===== config.mk =====
export PLATFORM = sky130hd
export DESIGN_NAME = axis_packet_arbiter
export DESIGN_NICKNAME = d
export VERILOG_FILES = /design/src/rtl/axis_arb_pkg.sv /design/src/rtl/rr_arbiter.sv /design/src/rtl/axis_packet_arbiter.sv
export SDC_FILE = /design/constraint.sdc
export NUM_CORES = 1
export LEC_CHECK = 0
export BUFFER_PORTS_ARGS = -buffer_cell sky130_fd_sc_hd__buf_2
export CORE_AREA = 2 2 577 579
export CTS_BUF_LIST = sky130_fd_sc_hd__clkbuf_4 sky130_fd_sc_hd__clkbuf_8
export DETAILED_ROUTE_END_ITERATION = 10
export DIE_AREA = 0 0 579 581
export SKIP_LAST_GASP = 1
export SLEW_MARGIN = 20
export SYNTH_ARGS = -nofsm -noshare
export SYNTH_HDL_FRONTEND = slang
export SYNTH_SLANG_ARGS = --single-unit

===== constraint.sdc =====
create_clock -name clk -period 1.82 [get_ports clk]
set_clock_uncertainty 0.15 [all_clocks]
set_input_delay 0.182 -clock clk [delete_from_list [all_inputs] [get_ports clk]]
set_output_delay 0.182 -clock clk [all_outputs]
set_load 0.005 [all_outputs]

===== src/rtl/axis_arb_pkg.sv =====
// Shared types and constants for the packet-granular AXI-Stream arbiter.
// Holds the arbiter FSM encoding, default bus widths and stats counter width.
package axis_arb_pkg;

  localparam int DATA_W_DEF = 256;
  localparam int KEEP_W_DEF = DATA_W_DEF / 8;
  localparam int STATS_W    = 16;
  localparam int IDX_W      = 3;

  typedef enum logic [1:0] {
    ST_IDLE = 2'd0,
    ST_ARB  = 2'd1,
    ST_XFER = 2'd2
  } arb_state_e;

  // Circular increment of a source index over n ports.
  function automatic logic [IDX_W-1:0] wrap_inc(input logic [IDX_W-1:0] idx, input int n);
    logic [IDX_W:0] nxt;
    nxt = {1'b0, idx} + {{IDX_W{1'b0}}, 1'b1};
    if (int'(nxt) >= n) return '0;
    return nxt[IDX_W-1:0];
  endfunction

endpackage


===== src/rtl/rr_arbiter.sv =====
// Combinational round-robin pick: first requester at or after ptr_i, wrapping.
// Zero latency; no state, no backpressure of its own.
module rr_arbiter #(
  parameter int N = 4
) (
  input  logic [N-1:0] req_i,
  input  logic [2:0]   ptr_i,
  output logic [N-1:0] gnt_oh_o,
  output logic [2:0]   gnt_idx_o,
  output logic         gnt_vld_o
);

  // First pass only looks at indices >= ptr; second pass covers the wrap.
  always_comb begin
    gnt_oh_o  = '0;
    gnt_idx_o = '0;
    gnt_vld_o = 1'b0;
    for (int i = 0; i < N; i++) begin
      if (!gnt_vld_o && req_i[i] && (3'(i) >= ptr_i)) begin
        gnt_vld_o   = 1'b1;
        gnt_oh_o[i] = 1'b1;
        gnt_idx_o   = 3'(i);
      end
    end
    for (int i = 0; i < N; i++) begin
      if (!gnt_vld_o && req_i[i]) begin
        gnt_vld_o   = 1'b1;
        gnt_oh_o[i] = 1'b1;
        gnt_idx_o   = 3'(i);
      end
    end
  end

endmodule


===== src/rtl/axis_packet_arbiter.sv =====
// Packet-granular round-robin AXI-Stream merge; 1 ARB cycle per packet, data path is combinational.
// Backpressure: only the granted source sees m_tready; AXIS_ARB_STATS_EN adds per-source packet counters.
module axis_packet_arbiter
  import axis_arb_pkg::*;
#(
  parameter int   NUM_IN = 4,
  parameter int   DATA_W = DATA_W_DEF,
  localparam int  KEEP_W = DATA_W / 8
) (
  input  logic                     clk,
  input  logic                     resent,
  input  logic [NUM_IN*DATA_W-1:0] s_tdata,
  input  logic [NUM_IN*KEEP_W-1:0] s_tkeep,
  input  logic [NUM_IN-1:0]        s_tvalid,
  input  logic [NUM_IN-1:0]        s_tlast,
  output logic [NUM_IN-1:0]        s_tready,
  output logic [DATA_W-1:0]        m_tdata,
  output logic [KEEP_W-1:0]        m_tkeep,
  output logic                     m_tvalid,
  output logic                     m_tlast,
  input  logic                     m_tready,
  output logic [2:0]               grant_id,
  output logic                     busy
`ifdef AXIS_ARB_STATS_EN
  ,
  output logic [NUM_IN*STATS_W-1:0] pkt_stats
`endif
);

  arb_state_e          state_q;
  logic [2:0]          grant_q;
  logic [NUM_IN-1:0]   grant_oh_q;
  logic [2:0]          rr_ptr_q;
  logic                busy_q;

  logic [NUM_IN-1:0]   arb_oh;
  logic [2:0]          arb_idx;
  logic                arb_vld;
  logic                xfer;
  logic                pkt_end;

  rr_arbiter #(.N(NUM_IN)) u_rr_arbiter (
    .req_i     (s_tvalid),
    .ptr_i     (rr_ptr_q),
    .gnt_oh_o  (arb_oh),
    .gnt_idx_o (arb_idx),
    .gnt_vld_o (arb_vld)
  );

  // Qualifying with resent keeps the sink and sources quiet during the reset cycle itself.
  assign xfer = (state_q == ST_XFER) && !resent;

  always_comb begin
    m_tdata = '0;
    m_tkeep = '0;
    for (int i = 0; i < NUM_IN; i++) begin
      if (grant_oh_q[i]) begin
        m_tdata = m_tdata | s_tdata[i*DATA_W +: DATA_W];
        m_tkeep = m_tkeep | s_tkeep[i*KEEP_W +: KEEP_W];
      end
    end
  end

  assign m_tvalid = xfer && |(s_tvalid & grant_oh_q);
  assign m_tlast  = |(s_tlast & grant_oh_q);
  assign s_tready = (xfer && m_tready) ? grant_oh_q : '0;
  assign pkt_end  = m_tvalid && m_tready && m_tlast;
  assign grant_id = grant_q;
  assign busy     = busy_q;

  always_ff @(posedge clk) begin
    if (resent) begin
      state_q    <= ST_IDLE;
      grant_q    <= '0;
      grant_oh_q <= '0;
      rr_ptr_q   <= '0;
      busy_q     <= 1'b0;
    end else begin
      case (state_q)
        ST_IDLE: begin
          if (|s_tvalid) state_q <= ST_ARB;
        end
        ST_ARB: begin
          if (arb_vld) begin
            grant_q    <= arb_idx;
            grant_oh_q <= arb_oh;
            busy_q     <= 1'b1;
            state_q    <= ST_XFER;
          end else begin
            state_q <= ST_IDLE;
          end
        end
        ST_XFER: begin
          if (pkt_end) begin
            rr_ptr_q <= wrap_inc(grant_q, NUM_IN);
            busy_q   <= 1'b0;
            state_q  <= (|s_tvalid) ? ST_ARB : ST_IDLE;
          end
        end
        default: begin
          state_q <= ST_IDLE;
          busy_q  <= 1'b0;
        end
      endcase
    end
  end

`ifdef AXIS_ARB_STATS_EN
  logic [STATS_W-1:0] stats_q [NUM_IN];
  logic [STATS_W-1:0] stats_d [NUM_IN];

  always_comb begin
    for (int i = 0; i < NUM_IN; i++) begin
      stats_d[i] = stats_q[i] + ((pkt_end && grant_oh_q[i]) ? STATS_W'(1) : STATS_W'(0));
    end
  end

  always_ff @(posedge clk) begin
    for (int i = 0; i < NUM_IN; i++) begin
      stats_q[i] <= resent ? '0 : stats_d[i];
    end
  end

  for (genvar g = 0; g < NUM_IN; g++) begin : g_stats
    assign pkt_stats[g*STATS_W +: STATS_W] = stats_q[g];
  end
`endif

endmodule


After elaboration in Yosys (flattened, before gate mapping)
Index checks and enable logic that the tools add are counted.
Storage, ports and cells
  register bits after elaboration: 13
  output and inout bits: 298
Cells by class
  add/subtract/negate cells: 1
  magnitude comparators: 5
  equal/unequal tests: 5
  mux-type cells: 45
  bitwise gates (word level): 9
  reductions and logical operators: 32
Operator list (count)
  $mux 256: 4
  $or 256x256->256: 3
  $mux 32: 4
  $or 32x32->32: 3
  $mux 1: 23
  $mux 2: 9
  $logic_and 1x1->1: 16
  $reduce_or 4->1: 3
  $and 4x4->4: 2
  $logic_not 1->1: 8
  $ge 1x3->1 const A: 2
  $ge 2x3->1 const A: 2
  $mux 3: 2
  $ne 2x2->1 const B: 3
  $pmux 2 s3: 1
  $reduce_and 2->1: 3
  $add 3x1->4 const B: 1
  $ge 4x3->1 const B: 1
  $mux 4: 1
  $pmux 1 s3: 1
  $reduce_and 3->1: 1
  $eq 2x1->1 const B: 1
  $eq 2x2->1 const B: 1
  $logic_not 2->1: 1
  $not 1->1: 1

Depth between registers and ports, before layout
  word-level depth: 29
  mapped depth: 6
  gate-level depth less buffers: 4

Cells and area by module
Synthesis repeated with hierarchy kept, for this count alone.
Second synthesis, totals
  cell total of the unflattened synthesis: 1093
  area, all modules: 6686.4 um2
By module, submodules not included
  axis_packet_arbiter: instances 1, cells an instance 1065, area each 6522.5 um2, seq. area each 260.2 um2
  rr_arbiter: instances 1, cells an instance 28, area each 163.9 um2, seq. area each 0.0 um2

Worst setup path after synthesis
Ideal clock, no wire load.
  path type: register to output
  from: register grant_oh_q[2]
  to: output m_tdata[112]
  arrival: 1064 ps
  data required time: 1488 ps
  slack: 424 ps
  cell stages (with the launch flop): 5
  cell sequence: dfxtp_1 -> clkbuf_1 -> clkbuf_1 -> a22oi_1 -> nand2_1
On the way
  word-level cells in the longest chain between the ends: 3
Ends and longest elaborated chain
  from (decl): line axis_packet_arbiter.sv:32  | logic [NUM_IN-1:0] grant_oh_q;
  from (signal assigned): line axis_packet_arbiter.sv:86  | grant_oh_q <= arb_oh;
  $mux 256 (*): line axis_packet_arbiter.sv:57  | if (grant_oh_q[i]) begin
  $or 256x256->256: line axis_packet_arbiter.sv:58  | m_tdata = m_tdata | s_tdata[i*DATA_W +: DATA_W];
  $mux 256 (*): line axis_packet_arbiter.sv:57
  to (decl): line axis_packet_arbiter.sv:17  | output logic [DATA_W-1:0] m_tdata,
Every way passes the cells marked *; elsewhere a longest branch is shown, timed or not.

Worst setup path in the final report
  from: register grant_oh_q[0]
  to: output m_tkeep[21]
On the way
  word-level cells in the longest chain between the ends: 7
Ends and longest elaborated chain
  $mux 32 (*): line axis_packet_arbiter.sv:57
  $or 32x32->32: line axis_packet_arbiter.sv:59  | m_tkeep = m_tkeep | s_tkeep[i*KEEP_W +: KEEP_W];
  $mux 32 (*): line axis_packet_arbiter.sv:57
  $or 32x32->32: line axis_packet_arbiter.sv:59
  $mux 32 (*): line axis_packet_arbiter.sv:57
  $or 32x32->32: line axis_packet_arbiter.sv:59
  $mux 32 (*): line axis_packet_arbiter.sv:57
  to (decl): line axis_packet_arbiter.sv:18  | output logic [KEEP_W-1:0] m_tkeep,
Marked as above.

==> metrics.txt <==
# TYPE chip_impl_metric gauge
chip_impl_info{name="critical_path_startpoint_category",value="flip-flop"} 1
chip_impl_metric{name="post_drt_wl_per_cell",unit="µm"} 41.8
chip_impl_metric{name="wl_met3",unit="µm"} 58600
chip_impl_metric{name="synth_warnings",unit=""} 0
chip_impl_info{name="unrepaired_setup_endpoints_after_global_routing",value="yes"} 1
chip_impl_metric{name="grt_overflow",unit=""} 0
chip_impl_metric{name="finalSetupViolations",unit=""} 299
chip_impl_metric{name="synthesis.area",unit="µm²"} 6860
chip_impl_metric{name="post_route_cells_drive_above_1_share",unit=""} 0.883
chip_impl_metric{name="fin_max_slew_vios",unit=""} 0
chip_impl_metric{name="synth.yosys.seq_area_share",unit=""} 0.0350
chip_impl_metric{name="worst_slack",unit="ns"} -0.541
chip_impl_info{name="top_layer_used",value="met5"} 1
chip_impl_metric{name="post-dp-hpwl",unit="µm"} 287000
chip_impl_info{name="root_buffer",value="sky130_fd_sc_hd__clkbuf_8"} 1
chip_impl_metric{name="grt_antenna_before_repair",unit=""} 485
chip_impl_info{name="worstSetupPathType",value="flip-flop to output port"} 1
chip_impl_info{name="synthMostInstantiatedCell",value="sky130_fd_sc_hd__a22oi_1"} 1
chip_impl_metric{name="detail_route.vias_per_cell",unit=""} 2.86
chip_impl_metric{name="worst_ep_arrival_time",unit="ns"} 2.03
chip_impl_metric{name="cts_sinks",unit=""} 12
chip_impl_info{name="r2r-end",value="busy"} 1
chip_impl_metric{name="synth.ff_latch_count",unit=""} 12
chip_impl_metric{name="nets",unit=""} 4053
chip_impl_metric{name="start_util",unit=""} 0.0208
chip_impl_info{name="tritoncts",value="built"} 1
chip_impl_metric{name="avgSynthCellArea",unit="µm²"} 6.24
chip_impl_metric{name="timing.final.hold_violations",unit=""} 0
chip_impl_metric{name="synth_compound_area_frac",unit=""} 0.669
chip_impl_metric{name="netlist.area_leader.share",unit=""} 0.637
chip_impl_info{name="hold_end",value="state_q[1]"} 1
chip_impl_metric{name="cp.required",unit="ns"} 1.49
chip_impl_info{name="cell_class_contributing_the_biggest_share_of_worst_path_delay",value="buffers and inverters"} 1
chip_impl_metric{name="max-clock-path-buffers",unit=""} 2
chip_impl_metric{name="power.leakage",unit="nW"} 12.4
chip_impl_info{name="critical_path.endpoint_type",value="output port"} 1
chip_impl_metric{name="synthMuxAreaShare",unit=""} 0
chip_impl_metric{name="detailedPlace.worstSlack",unit="ns"} -0.743
chip_impl_metric{name="grtUsageTotal",unit=""} 0.178
chip_impl_info{name="status",value="finished, violations left"} 1
chip_impl_metric{name="worst-path-buf-inv",unit=""} 6
chip_impl_metric{name="r2r_slack",unit="ns"} -0.25
chip_impl_metric{name="dpl-instance-area",unit="µm²"} 22700
chip_impl_metric{name="portBuffers",unit=""} 1459
chip_impl_metric{name="pin_count",unit=""} 1461
chip_impl_metric{name="postCtsHoldBufs",unit=""} 0
chip_impl_metric{name="ys_async_sr_fraction",unit=""} 0
chip_impl_metric{name="cp_slowest_stage_delay",unit="ns"} 0.39
chip_impl_metric{name="cts_max_level",unit=""} 1
chip_impl_metric{name="synth-simple-area-share",unit=""} 0.199
chip_impl_metric{name="powerDensity",unit="nW/µm²"} 498
chip_impl_metric{name="chipWidth",unit="µm"} 579
chip_impl_metric{name="synth_fp_nets",unit=""} 2264
chip_impl_metric{name="ant_nets",unit=""} 0
chip_impl_metric{name="post_synth_xor_area_fraction",unit=""} 0
chip_impl_info{name="min-delay-start",value="resent"} 1
chip_impl_info{name="synth.area.top_cells",value="sky130_fd_sc_hd__a22oi_1 64%, sky130_fd_sc_hd__nand2_1 16%, sky130_fd_sc_hd__buf_2 4.9%"} 1
chip_impl_metric{name="critPathMaxFanout",unit=""} 6
chip_impl_metric{name="core",unit="µm²"} 330000
chip_impl_info{name="violations",value="setup timing"} 1
chip_impl_metric{name="timing.slew.headroom",unit=""} 0.632
chip_impl_metric{name="first_global_vias",unit=""} 19373
chip_impl_info{name="path_cells",value="buf_16, buf_4, buf_12, buf_16, buf_12, a22oi_2, nand2_1, buf_2"} 1
chip_impl_metric{name="number_of_enable_flip_flop_cells_after_synthesis",unit=""} 0
chip_impl_metric{name="netlist_instances",unit=""} 1100
chip_impl_metric{name="total_length_of_routed_met2_wires",unit="µm"} 124000
chip_impl_metric{name="gp_routability_congestion",unit=""} 1.15
chip_impl_metric{name="final.fill_count",unit=""} 38599
chip_impl_metric{name="timing.final.crit_period",unit="ns"} 2.36
chip_impl_metric{name="post-route-period-util",unit=""} 1.30
chip_impl_metric{name="worst_skew_pair_latency",unit="ns"} 0.29
chip_impl_info{name="ys.flop_type",value="sky130_fd_sc_hd__dfxtp_1"} 1
chip_impl_metric{name="met1Wirelength",unit="µm"} 119000
chip_impl_info{name="critical_register_to_register_path_startpoint",value="grant_oh_q[3]"} 1
chip_impl_metric{name="reg2reg_depth",unit=""} 9
chip_impl_metric{name="area.growth.synth_to_final",unit="%"} 349
chip_impl_info{name="synth_top_family_by_area",value="compound AO/OA/AOI/OAI gates"} 1
chip_impl_metric{name="post-route-cell-area",unit="µm²"} 30800
chip_impl_metric{name="maxClockFrequency",unit="MHz"} 424
chip_impl_metric{name="fp-row-count",unit=""} 211
chip_impl_metric{name="drt_iter0_markers",unit=""} 1644
chip_impl_metric{name="drc",unit=""} 0
chip_impl_info{name="worst_path_max_delay_cell",value="sky130_fd_sc_hd__dfxtp_4"} 1
chip_impl_metric{name="fp.dieH",unit="µm"} 581
chip_impl_metric{name="actual_slew_at_the_worst_max_slew_pin",unit="ns"} 0.552
chip_impl_info{name="hp-class",value="primary input to flip-flop"} 1
chip_impl_metric{name="worst_setup_hold_path_clk_slew",unit="ns"} 0.09
chip_impl_metric{name="synth.distinct_cells",unit=""} 44
chip_impl_metric{name="num_vias",unit=""} 21737
chip_impl_metric{name="cts_made_buffers",unit=""} 3
chip_impl_metric{name="die-area",unit="µm²"} 336000
chip_impl_metric{name="worst_ir_drop_vdd",unit="V"} 0.000211
chip_impl_metric{name="drtPass1Iterations",unit=""} 5
chip_impl_metric{name="grt_first_pass_wirelength",unit="µm"} 352000
chip_impl_metric{name="finalWirelength",unit="µm"} 318000
chip_impl_info{name="synth.cells.most_frequent",value="582 x sky130_fd_sc_hd__a22oi_1, 292 x sky130_fd_sc_hd__nand2_1, 67 x sky130_fd_sc_hd__buf_2"} 1
chip_impl_metric{name="synth_fa_ha_area_frac",unit=""} 0.00182
chip_impl_metric{name="worst_hold_path.num_cells",unit=""} 4
chip_impl_info{name="yosysTopAreaCell",value="sky130_fd_sc_hd__a22oi_1"} 1
chip_impl_metric{name="grt_start_max_net_pins",unit=""} 53
chip_impl_metric{name="max_cap_viol_count",unit=""} 0
## timing repair
| action | in CTS | in global routing |
|---|---|---|
| endpoints found under the setup margin | 301 | 301 |
| resized for setup | 888 | 339 |
| cloned | 34 | 18 |
| pin swaps | 278 | 202 |
| buffers inserted | 95 | 74 |
## per-stage QoR
| stage | hold slack, ns | setup TNS [ns] | std cells | total power, mW | util |
|---|---|---|---|---|---|
| floorplan | 0.128 | 0 | 1100 | 2.54 | - |
| global placement | 0.330 | -22.14 | 7071 | 11.5 | 0.0687 |
| detailed placement | 0.327 | -18.57 | 7076 | 11.5 | 0.0689 |
| CTS | 0.0951 | -103.33 | 7195 | 14.7 | 0.0850 |
| global route | 0.136 | -101.96 | 7479 | 15.9 | 0.0924 |
| finish | 0.124 | -89.68 | 7612 | 15.3 | 0.0934 |
## cells in the final DEF (no fill, tap or decap), types with 3 or more instances in the layout
cell type and instances:
sky130_fd_sc_hd__and2_4 4, sky130_fd_sc_hd__nand2_2 122, sky130_fd_sc_hd__nor2_1 13, sky130_fd_sc_hd__inv_1 5
sky130_fd_sc_hd__clkbuf_16 14, sky130_fd_sc_hd__buf_12 126, sky130_fd_sc_hd__buf_4 143, sky130_fd_sc_hd__nand2_4 46
sky130_fd_sc_hd__dfxtp_4 4, sky130_fd_sc_hd__a22oi_2 428, sky130_fd_sc_hd__nand2b_1 4, sky130_fd_sc_hd__buf_16 45
sky130_fd_sc_hd__dfxtp_1 8, sky130_fd_sc_hd__buf_6 253, sky130_fd_sc_hd__clkbuf_8 4, sky130_fd_sc_hd__a22oi_1 154
sky130_fd_sc_hd__nand2_8 4, sky130_fd_sc_hd__nor2b_1 5, sky130_fd_sc_hd__diode_2 358, sky130_fd_sc_hd__buf_2 1292
sky130_fd_sc_hd__buf_8 48, sky130_fd_sc_hd__nand2_1 120, sky130_fd_sc_hd__a21oi_1 3
## layout make-up
class	count	area [µm²]	area share
Tap cell	4366	5460	0.177
Antenna cell	358	896	0.0291
Inverter	5	18.8	0.000610
Clock buffer	4	55.1	0.00179
Sequential cell	12	255	0.00829
Multi-Input combinational cell	946	8880	0.289
Timing Repair Buffer	1921	15200	0.494
## layer usage
metal  up-vias  GRT usage
li1       8441          -
met1     10051      0.204
met2      2097      0.248
met3       820      0.138
met4       328     0.0562
met5         -    0.00373
## sequential cells by signal (all words and copies together), names as in the netlist
name / count
grant_oh_q: 4
rr_ptr_q: 3
grant_id: 2
state_q: 2
busy: 1
## kinds of logic (layout without fill, tap and decap cells)
family                   after synthesis  count (layout)
adder cells (fa/ha/maj)                1               1
other                                  1             359
AND/OR/NAND/NOR                      337             337
buffers and inverters                142            1930
AO/OA/AOI/OAI                        607             607
flip-flops                            12              12
## report_power, final
part	internal, mW	switching (mW)
Combinational	6.61	8.02
Clock	0.194	0.181
Sequential	0.291	0.0490
## tightest hold or removal path: cells and delay by family
family,cells,cell delay (ns)
compound gates,1,0.08
simple gates,2,0.15
buf+inv,1,0.09
## how the worst max path moves through the flow
stage	startpoint	to	slack, ns	cells after the start
detailed placement	grant_oh_q[0]	m_tdata[177]	-0.74	6
floorplan	grant_oh_q[2]	m_tdata[112]	0.42	4
global placement	grant_oh_q[0]	m_tdata[1]	-0.92	5
finish	grant_oh_q[0]	m_tkeep[21]	-0.54	8
global route	grant_oh_q[0]	m_tdata[177]	-0.59	6
CTS	grant_oh_q[0]	m_tdata[247]	-0.64	6
No activity file was read; power rests on OpenSTA's default activity.
